===== src/rtl/olink_pkg.sv =====
// Shared definitions for the optical link bring-up sequencer.
// Holds the state encoding (also exported on the status port) and the
// default timing/threshold values used as module parameter defaults.
package olink_pkg;

  typedef enum logic [3:0] {
    ST_IDLE      = 4'd0,
    ST_CPLL_RST  = 4'd1,
    ST_WAIT_CPLL = 4'd2,
    ST_TX_RST    = 4'd3,
    ST_WAIT_TX   = 4'd4,
    ST_RX_RST    = 4'd5,
    ST_WAIT_RX   = 4'd6,
    ST_CHECK     = 4'd7,
    ST_UP        = 4'd8,
    ST_FAIL      = 4'd9
  } state_e;

  localparam int unsigned DEF_PULSE_LEN    = 8;
  localparam int unsigned DEF_TIMEOUT      = 1250000;
  localparam int unsigned DEF_CHECK_CYCLES = 125000;
  localparam int unsigned DEF_MIN_COMMAS   = 16;
  localparam int unsigned DEF_LOSS_CYCLES  = 64;
  localparam int unsigned DEF_MAX_RETRY    = 4;

endpackage


===== src/rtl/olink_sync_bit.sv =====
// Two-flop synchronizer for one asynchronous level into the clk domain.
// Ports: clk, rst (async active-high), d (async in), q (synced out).
module olink_sync_bit (
  input  logic clk,
  input  logic rst,
  input  logic d,
  output logic q
);

  logic meta_q;
  logic sync_q;

  always_ff @(posedge clk or posedge rst) begin
    if (rst) begin
      meta_q <= 1'b0;
      sync_q <= 1'b0;
    end else begin
      meta_q <= d;
      sync_q <= meta_q;
    end
  end

  assign q = sync_q;

endmodule


===== src/rtl/olink_bringup_seq.sv =====
// GTX channel bring-up/recovery sequencer (clk_125 domain).
// Pulses CPLL, TX and RX resets in order, waits for each lock/done,
// qualifies RX with a comma count over an error-free window, then holds
// link_up. Link loss re-runs the RX reset; lock loss re-runs everything;
// repeated failed attempts park in FAIL until restart or enable=0.
// Ports: clk_125/reset (async high); enable, restart controls; lock/done,
// rx_ok and comma_toggle async inputs; cpll_reset/tx_soft_reset/
// rx_soft_reset pulses; link_up, fail, state, retry_cnt, loss_cnt status.
module olink_bringup_seq
  import olink_pkg::*;
#(
  parameter int unsigned PULSE_LEN    = DEF_PULSE_LEN,
  parameter int unsigned TIMEOUT      = DEF_TIMEOUT,
  parameter int unsigned CHECK_CYCLES = DEF_CHECK_CYCLES,
  parameter int unsigned MIN_COMMAS   = DEF_MIN_COMMAS,
  parameter int unsigned LOSS_CYCLES  = DEF_LOSS_CYCLES,
  parameter int unsigned MAX_RETRY    = DEF_MAX_RETRY
) (
  input  logic        clk_125,
  input  logic        reset,
  input  logic        enable,
  input  logic        restart,
  input  logic        cpll_lock,
  input  logic        tx_fsm_done,
  input  logic        rx_fsm_done,
  input  logic        rx_reset_done,
  input  logic        clk_link_lock,
  input  logic        rx_ok,
  input  logic        comma_toggle,
  output logic        cpll_reset,
  output logic        tx_soft_reset,
  output logic        rx_soft_reset,
  output logic        link_up,
  output logic        fail,
  output logic [3:0]  state,
  output logic [7:0]  retry_cnt,
  output logic [15:0] loss_cnt
);

  // One timer serves pulse width, wait timeout and qualification window.
  localparam int unsigned TMR_MAX = (TIMEOUT > CHECK_CYCLES) ?
      ((TIMEOUT > PULSE_LEN) ? TIMEOUT : PULSE_LEN) :
      ((CHECK_CYCLES > PULSE_LEN) ? CHECK_CYCLES : PULSE_LEN);
  localparam int unsigned TMR_W = $clog2(TMR_MAX + 1);
  localparam int unsigned CMA_W = $clog2(MIN_COMMAS + 1);
  localparam int unsigned LOS_W = $clog2(LOSS_CYCLES + 1);

  // Synchronize every async input.
  logic [6:0] async_in;
  logic [6:0] sync_s;
  assign async_in = {comma_toggle, rx_ok, clk_link_lock, rx_reset_done,
                     rx_fsm_done, tx_fsm_done, cpll_lock};

  for (genvar i = 0; i < 7; i++) begin : g_sync
    olink_sync_bit u_sync (
      .clk (clk_125),
      .rst (reset),
      .d   (async_in[i]),
      .q   (sync_s[i])
    );
  end

  logic locks_ok;
  logic tx_done_s;
  logic rx_done_s;
  logic rx_ok_s;
  logic comma_s;
  assign locks_ok  = sync_s[0] & sync_s[4];
  assign tx_done_s = sync_s[1];
  assign rx_done_s = sync_s[2] & sync_s[3];
  assign rx_ok_s   = sync_s[5];
  assign comma_s   = sync_s[6];

  state_e             state_q, state_d;
  logic [TMR_W-1:0]   timer_q, timer_d;
  logic [CMA_W-1:0]   cma_q, cma_d;
  logic [LOS_W-1:0]   los_q, los_d;
  logic [7:0]         retry_q, retry_d;
  logic [15:0]        loss_q, loss_d;
  logic               comma_prev_q, comma_prev_d;
  logic               cpll_rst_q, cpll_rst_d;
  logic               tx_rst_q, tx_rst_d;
  logic               rx_rst_q, rx_rst_d;
  logic               link_up_q, link_up_d;
  logic               fail_q, fail_d;

  logic               attempt_fail;
  logic               restart_hit;
  logic               timeout_hit;
  logic [7:0]         retry_inc;
  logic [15:0]        loss_inc;
  logic [CMA_W-1:0]   cma_inc;
  logic [LOS_W-1:0]   los_inc;
  logic [TMR_W-1:0]   tmr_inc;

  // Next-state, counters and registered outputs.
  always_comb begin
    state_d      = state_q;
    retry_d      = retry_q;
    loss_d       = loss_q;
    cma_d        = cma_q;
    los_d        = '0;
    comma_prev_d = comma_s;
    attempt_fail = 1'b0;
    restart_hit  = 1'b0;

    tmr_inc   = (32'(timer_q) >= TMR_MAX) ? timer_q : timer_q + TMR_W'(1);
    retry_inc = (retry_q == 8'hFF) ? retry_q : retry_q + 8'd1;
    loss_inc  = (loss_q == 16'hFFFF) ? loss_q : loss_q + 16'd1;
    cma_inc   = ((comma_s ^ comma_prev_q) && (32'(cma_q) < MIN_COMMAS)) ?
                cma_q + CMA_W'(1) : cma_q;
    los_inc   = (32'(los_q) >= LOSS_CYCLES) ? los_q : los_q + LOS_W'(1);
    timeout_hit = (32'(timer_q) == TIMEOUT - 1);

    case (state_q)
      ST_IDLE:      if (enable) state_d = ST_CPLL_RST;
      ST_CPLL_RST:  if (32'(timer_q) == PULSE_LEN - 1) state_d = ST_WAIT_CPLL;
      ST_WAIT_CPLL: begin
        if (locks_ok)         state_d = ST_TX_RST;
        else if (timeout_hit) attempt_fail = 1'b1;
      end
      ST_TX_RST:    if (32'(timer_q) == PULSE_LEN - 1) state_d = ST_WAIT_TX;
      ST_WAIT_TX: begin
        if (!locks_ok || (!tx_done_s && timeout_hit)) attempt_fail = 1'b1;
        else if (tx_done_s)                           state_d = ST_RX_RST;
      end
      ST_RX_RST:    if (32'(timer_q) == PULSE_LEN - 1) state_d = ST_WAIT_RX;
      ST_WAIT_RX: begin
        if (!locks_ok || (!rx_done_s && timeout_hit)) attempt_fail = 1'b1;
        else if (rx_done_s)                           state_d = ST_CHECK;
      end
      ST_CHECK: begin
        cma_d = cma_inc;
        if (!locks_ok || !rx_ok_s) begin
          attempt_fail = 1'b1;
        end else if (32'(timer_q) == CHECK_CYCLES - 1) begin
          if (32'(cma_inc) >= MIN_COMMAS) state_d = ST_UP;
          else                            attempt_fail = 1'b1;
        end
      end
      ST_UP: begin
        los_d = rx_ok_s ? '0 : los_inc;
        if (!locks_ok) begin
          loss_d  = loss_inc;
          state_d = ST_CPLL_RST;
        end else if (!rx_ok_s && (32'(los_inc) == LOSS_CYCLES)) begin
          loss_d  = loss_inc;
          state_d = ST_RX_RST;
        end
      end
      ST_FAIL:      state_d = ST_FAIL;
      default:      state_d = ST_IDLE;
    endcase

    if (attempt_fail) begin
      retry_d = retry_inc;
      state_d = (32'(retry_inc) >= MAX_RETRY) ? ST_FAIL : ST_CPLL_RST;
    end
    if ((state_d == ST_UP) && (state_q != ST_UP)) retry_d = '0;

    // Overrides: enable low beats restart, restart beats normal flow.
    if (!enable) begin
      state_d = ST_IDLE;
      retry_d = '0;
      loss_d  = loss_q;
    end else if (restart && (state_q != ST_IDLE)) begin
      state_d     = ST_CPLL_RST;
      retry_d     = '0;
      loss_d      = loss_q;
      restart_hit = 1'b1;
    end

    if (state_d != ST_CHECK) cma_d = '0;
    if (state_d != ST_UP)    los_d = '0;
    timer_d = ((state_d != state_q) || restart_hit) ? '0 : tmr_inc;

    cpll_rst_d = (state_d == ST_CPLL_RST);
    tx_rst_d   = (state_d == ST_TX_RST);
    rx_rst_d   = (state_d == ST_RX_RST);
    link_up_d  = (state_d == ST_UP);
    fail_d     = (state_d == ST_FAIL);
  end

  always_ff @(posedge clk_125 or posedge reset) begin
    if (reset) begin
      state_q      <= ST_IDLE;
      timer_q      <= '0;
      cma_q        <= '0;
      los_q        <= '0;
      retry_q      <= '0;
      loss_q       <= '0;
      comma_prev_q <= 1'b0;
      cpll_rst_q   <= 1'b0;
      tx_rst_q     <= 1'b0;
      rx_rst_q     <= 1'b0;
      link_up_q    <= 1'b0;
      fail_q       <= 1'b0;
    end else begin
      state_q      <= state_d;
      timer_q      <= timer_d;
      cma_q        <= cma_d;
      los_q        <= los_d;
      retry_q      <= retry_d;
      loss_q       <= loss_d;
      comma_prev_q <= comma_prev_d;
      cpll_rst_q   <= cpll_rst_d;
      tx_rst_q     <= tx_rst_d;
      rx_rst_q     <= rx_rst_d;
      link_up_q    <= link_up_d;
      fail_q       <= fail_d;
    end
  end

  assign cpll_reset    = cpll_rst_q;
  assign tx_soft_reset = tx_rst_q;
  assign rx_soft_reset = rx_rst_q;
  assign link_up       = link_up_q;
  assign fail          = fail_q;
  assign state         = state_q;
  assign retry_cnt     = retry_q;
  assign loss_cnt      = loss_q;

endmodule


===== config.mk =====
export PLATFORM = sky130hd
export DESIGN_NAME = olink_bringup_seq
export DESIGN_NICKNAME = d
export VERILOG_FILES = /design/src/rtl/olink_pkg.sv /design/src/rtl/olink_sync_bit.sv /design/src/rtl/olink_bringup_seq.sv
export SDC_FILE = /design/constraint.sdc
export NUM_CORES = 1
export LEC_CHECK = 0
export BUFFER_PORTS_ARGS = -buffer_cell sky130_fd_sc_hd__buf_2
export CAP_MARGIN = 10
export CORE_AREA = 2 2 99 91
export DETAILED_ROUTE_END_ITERATION = 12
export DIE_AREA = 0 0 101 93
export MAX_ROUTING_LAYER = met4
export PLACE_DENSITY = 0.73
export SLEW_MARGIN = 15
export SYNTH_ARGS = -nofsm -noshare
export SYNTH_HDL_FRONTEND = slang
export SYNTH_HIERARCHICAL = 1
export SYNTH_SLANG_ARGS = --single-unit

===== constraint.sdc =====
create_clock -name clk_125 -period 2.71 [get_ports clk_125]
set_input_delay 0.813 -clock clk_125 [delete_from_list [all_inputs] [get_ports clk_125]]
set_output_delay 0.813 -clock clk_125 [all_outputs]
set_load 0.01 [all_outputs]

==> flow_metrics.tcl <==
set metrics [dict create \
    dp_hpwl_mm 7.024 \
    synth-compound-area-share_pct 9.034 \
    ctsHoldBuffers 0 \
    grt_start_max_net_pins 30 \
    layout_commonest_cell "dfrtp_1" \
    power.combinational.fraction_pct 11.8 \
    hold_depth 0 \
    setup_violations 0 \
    grt_overflow 0 \
    critical_path_class "flip-flop to flip-flop" \
    power.total_mw 2.491 \
    io_buffers 43 \
    num_antenna_cells 0 \
    cpPeakStageDelay_ns 0.49 \
    hp-class "flip-flop to flip-flop" \
    initial_core_util_pct 52.54 \
    rrSetupSlack_ns 0.02 \
    via_per_inst 6.113 \
    gp_congestion 0.9392 \
    synth_top_family_by_area "simple AND/OR/NAND/NOR gates" \
    p_leak_nw 2.470 \
    rsz0062_at_grt "true" \
    p_seq_share_pct 51.4 \
    dr.pass1.iters 5 \
    finalCriticalPeriod_ns 2.693 \
    clock_sinks 81 \
    antenna_left 0 \
    tightest_slew_ns 0.5528 \
    whs_ns 0.3542 \
    coreArea_mm2 0.008408 \
    die_height_um 93 \
    fmax_mhz 371.4 \
    place_area_mm2 0.004871 \
    die-width_um 101 \
    nets 537 \
    layout_common_cells "dfrtp_1 (79), buf_2 (43), nand2_1 (37)" \
    netlist_area_mm2 0.004418 \
    maxCapViolCount 0 \
    cts_tree "yes" \
    critPathRequiredTime_ns 2.94 \
    skew_ns 0.01399 \
    yosysUniqueCellTypes 63 \
    place_worst_setup_slack_ns -0.03570 \
    die-area_mm2 0.009393 \
    rows 32 \
    grt_pass1_wl_mm 17.11 \
    cts_buffer_depth 2 \
    crit_path_end_kind "flip-flop" \
    internal_power_mw 1.791 \
    report.final.hold_viol_count 0 \
    syn-instance-count 446 \
    syn_area_per_cell_um2 9.906 \
    synth_mux_area_share_pct 1.643 \
    synth_fa_ha_area_share_pct 1.982 \
    netSwitchingFraction_pct 28.10 \
    grt_pass1_vias 3526 \
    grt_usage_pct 23.28 \
    p_switching_mw 0.6999 \
    ys_seq_area_share_pct 45.88 \
    wl_per_cell_um 17.58 \
    antenna_found_initial 0 \
    worstPathCellList "inv_2 > ha_4 > or4b_4 > o22ai_4 > nand4_1 > o2bb2ai_2 > o2111a_4 > xor2_4 > clkbuf_16 > nor4_2" \
    drt_iter0_drc 273 \
    synth.yosys.warnings 6 \
    min_period_over_period_pct 99.36 \
    final_layout_size_suffix_gt1_share_pct 27.67 \
    min_from "g_sync[3].u_sync/meta_q$_DFF_PP0_" \
    n_fill_cell 689 \
    final_area_mm2 0.005409 \
    maxSlewHeadroom_pct 63.07 \
    synth_edf_count 0 \
    clk_pin_slew_ns 0.09 \
    cts_root_buf "clkbuf_8" \
    routed_wl_mm 11.01 \
    synth_nets 464 \
    hold_end "g_sync[3].u_sync/q$_DFF_PP0_" \
    maxSlewViolCount 0 \
    timing.final.ws_setup_ns 0.01737 \
    reg2regPathDepth 10 \
    reg2reg_to "timer_q[16]$_DFFE_PP0P_" \
    status "finished clean" \
    synthSimpleGateAreaFrac_pct 27.07 \
    critPathMaxFanout 5 \
    clkLatencyLatePin_ns 0.35 \
    p_clk_share_pct 36.8 \
    numCtsBuffers 9 \
    synth_ff_type "dfrtp_1" \
    ys_async_sr_fraction_pct 100.0 \
    route.detailed.drc 0 \
    p_per_area_mw_per_mm2 460.5 \
    arrival_ns 2.93 \
    synth-xor-area-share_pct 10.28 \
    max-vdd-ir-drop_uv 488.0 \
    vias 3827 \
    cpMaxStageDelayCell "or4b_4" \
    htree_levels 3 \
    r2r_start "los_q[1]$_DFF_PP0_" \
    io_pins 44 \
    area_delta_synth_final_pct 22.43 \
    ys_seq_elements 81 \
    startpoint_type "flip-flop" \
]
## area by class of cell
cell class	instances	area (um^2)	area share (%)
multi-input cells	327	2422	44.78
inverters	21	78.83	1.457
repair buffers	79	549.3	10.15
flip-flops and latches	81	2029	37.52
clock buffers	9	123.9	2.290
clock inverters	7	77.57	1.434
well taps	102	127.6	2.359
## logic make-up after synthesis
| family | Yosys count |
|---|---|
| fa+ha+maj | 7 |
| compound gates | 51 |
| mux | 7 |
| xor+xnor | 51 |
| simple gates | 210 |
| flops | 81 |
| buf+inv | 39 |
## cell usage after synthesis, drive strengths merged (6+ instances only)
cell / instances / area share (%)
nand4: 19 / 2.8
nor4: 29 / 5.0
buf: 9 / 1.6
ha: 7 / 2.0
nor3: 12 / 1.5
a31oi: 6 / 0.85
xor2: 31 / 6.3
o21ai: 8 / 0.91
nand4b: 6 / 1.2
nor2: 36 / 3.1
clkbuf: 9 / 0.76
and3: 12 / 1.7
xnor2: 20 / 4.0
nand3: 26 / 2.9
a21oi: 8 / 0.91
dfrtp: 81 / 46
nand2: 37 / 3.1
inv: 21 / 1.8
## worst max path at each step
| stage | end | slack, ns | start | cells past startpoint |
|---|---|---|---|---|
| floorplan | loss_cnt[11]$_DFFE_PP0P_ | 0.12 | los_q[0]$_DFF_PP0_ | 9 |
| global placement | los_q[5]$_DFF_PP0_ | 0.008 | timer_q[1]$_DFFE_PP0P_ | 9 |
| detailed placement | los_q[5]$_DFF_PP0_ | -0.04 | timer_q[1]$_DFFE_PP0P_ | 9 |
| CTS | loss_cnt[11]$_DFFE_PP0P_ | 0.03 | los_q[0]$_DFF_PP0_ | 9 |
| global route | timer_q[17]$_DFFE_PP0P_ | -0.08 | timer_q[1]$_DFFE_PP0P_ | 10 |
| finish | timer_q[16]$_DFFE_PP0P_ | 0.02 | los_q[1]$_DFF_PP0_ | 10 |
## power by group through the flow
stage	sequential, mW	clock, mW	combinational [mW]
after floorplan	1.29	0	0.166
after global placement	1.30	0	0.233
after detailed placement	1.30	0	0.239
after CTS	1.28	0.936	0.243
after global routing	1.29	0.989	0.317
final	1.28	0.916	0.294
## what timing repair did
action,4_1_cts,5_1_grt
pin swaps,0,5
setup endpoints to repair,27,42
gates cloned,0,4
setup buffers,0,8
gates resized for setup,2,34
## stage by stage
step	util (%)	instances	setup TNS, ns
floorplan	-	446	0
global placement	57.93	598	0
detailed placement	57.93	598	-0.09601
CTS	60.48	614	0
global route	64.33	626	-0.6918
finish	64.33	626	0
## worst max-delay path: cells and delay by family (launching register included)
kind            cells  cell delay [ns]
simple gates        3             0.68
compound gates      3             0.65
flops               1             0.41
xor+xnor            1             0.32
buf+inv             2             0.30
fa+ha+maj           1             0.19
## state kept, by name, summed over array words and instances (netlist names), 4 cells and up
signal	flops
los_q	7
loss_cnt	16
timer_q	21
cma_q	5
g_sync.u_sync/q	7
state	4
g_sync.u_sync/meta_q	7
retry_cnt	8
## routing by layer
| metal | GRT usage (%) | share of wire, % | up-vias |
|---|---|---|---|
| met5 | - | 0 | - |
| met4 | 6.419 | 2.5 | 0 |
| met3 | 4.260 | 7.5 | 36 |
| met2 | 35.17 | 47 | 188 |
| met1 | 32.63 | 43 | 1828 |
| li1 | - | - | 1775 |
(Power assumes the default switching activity.)
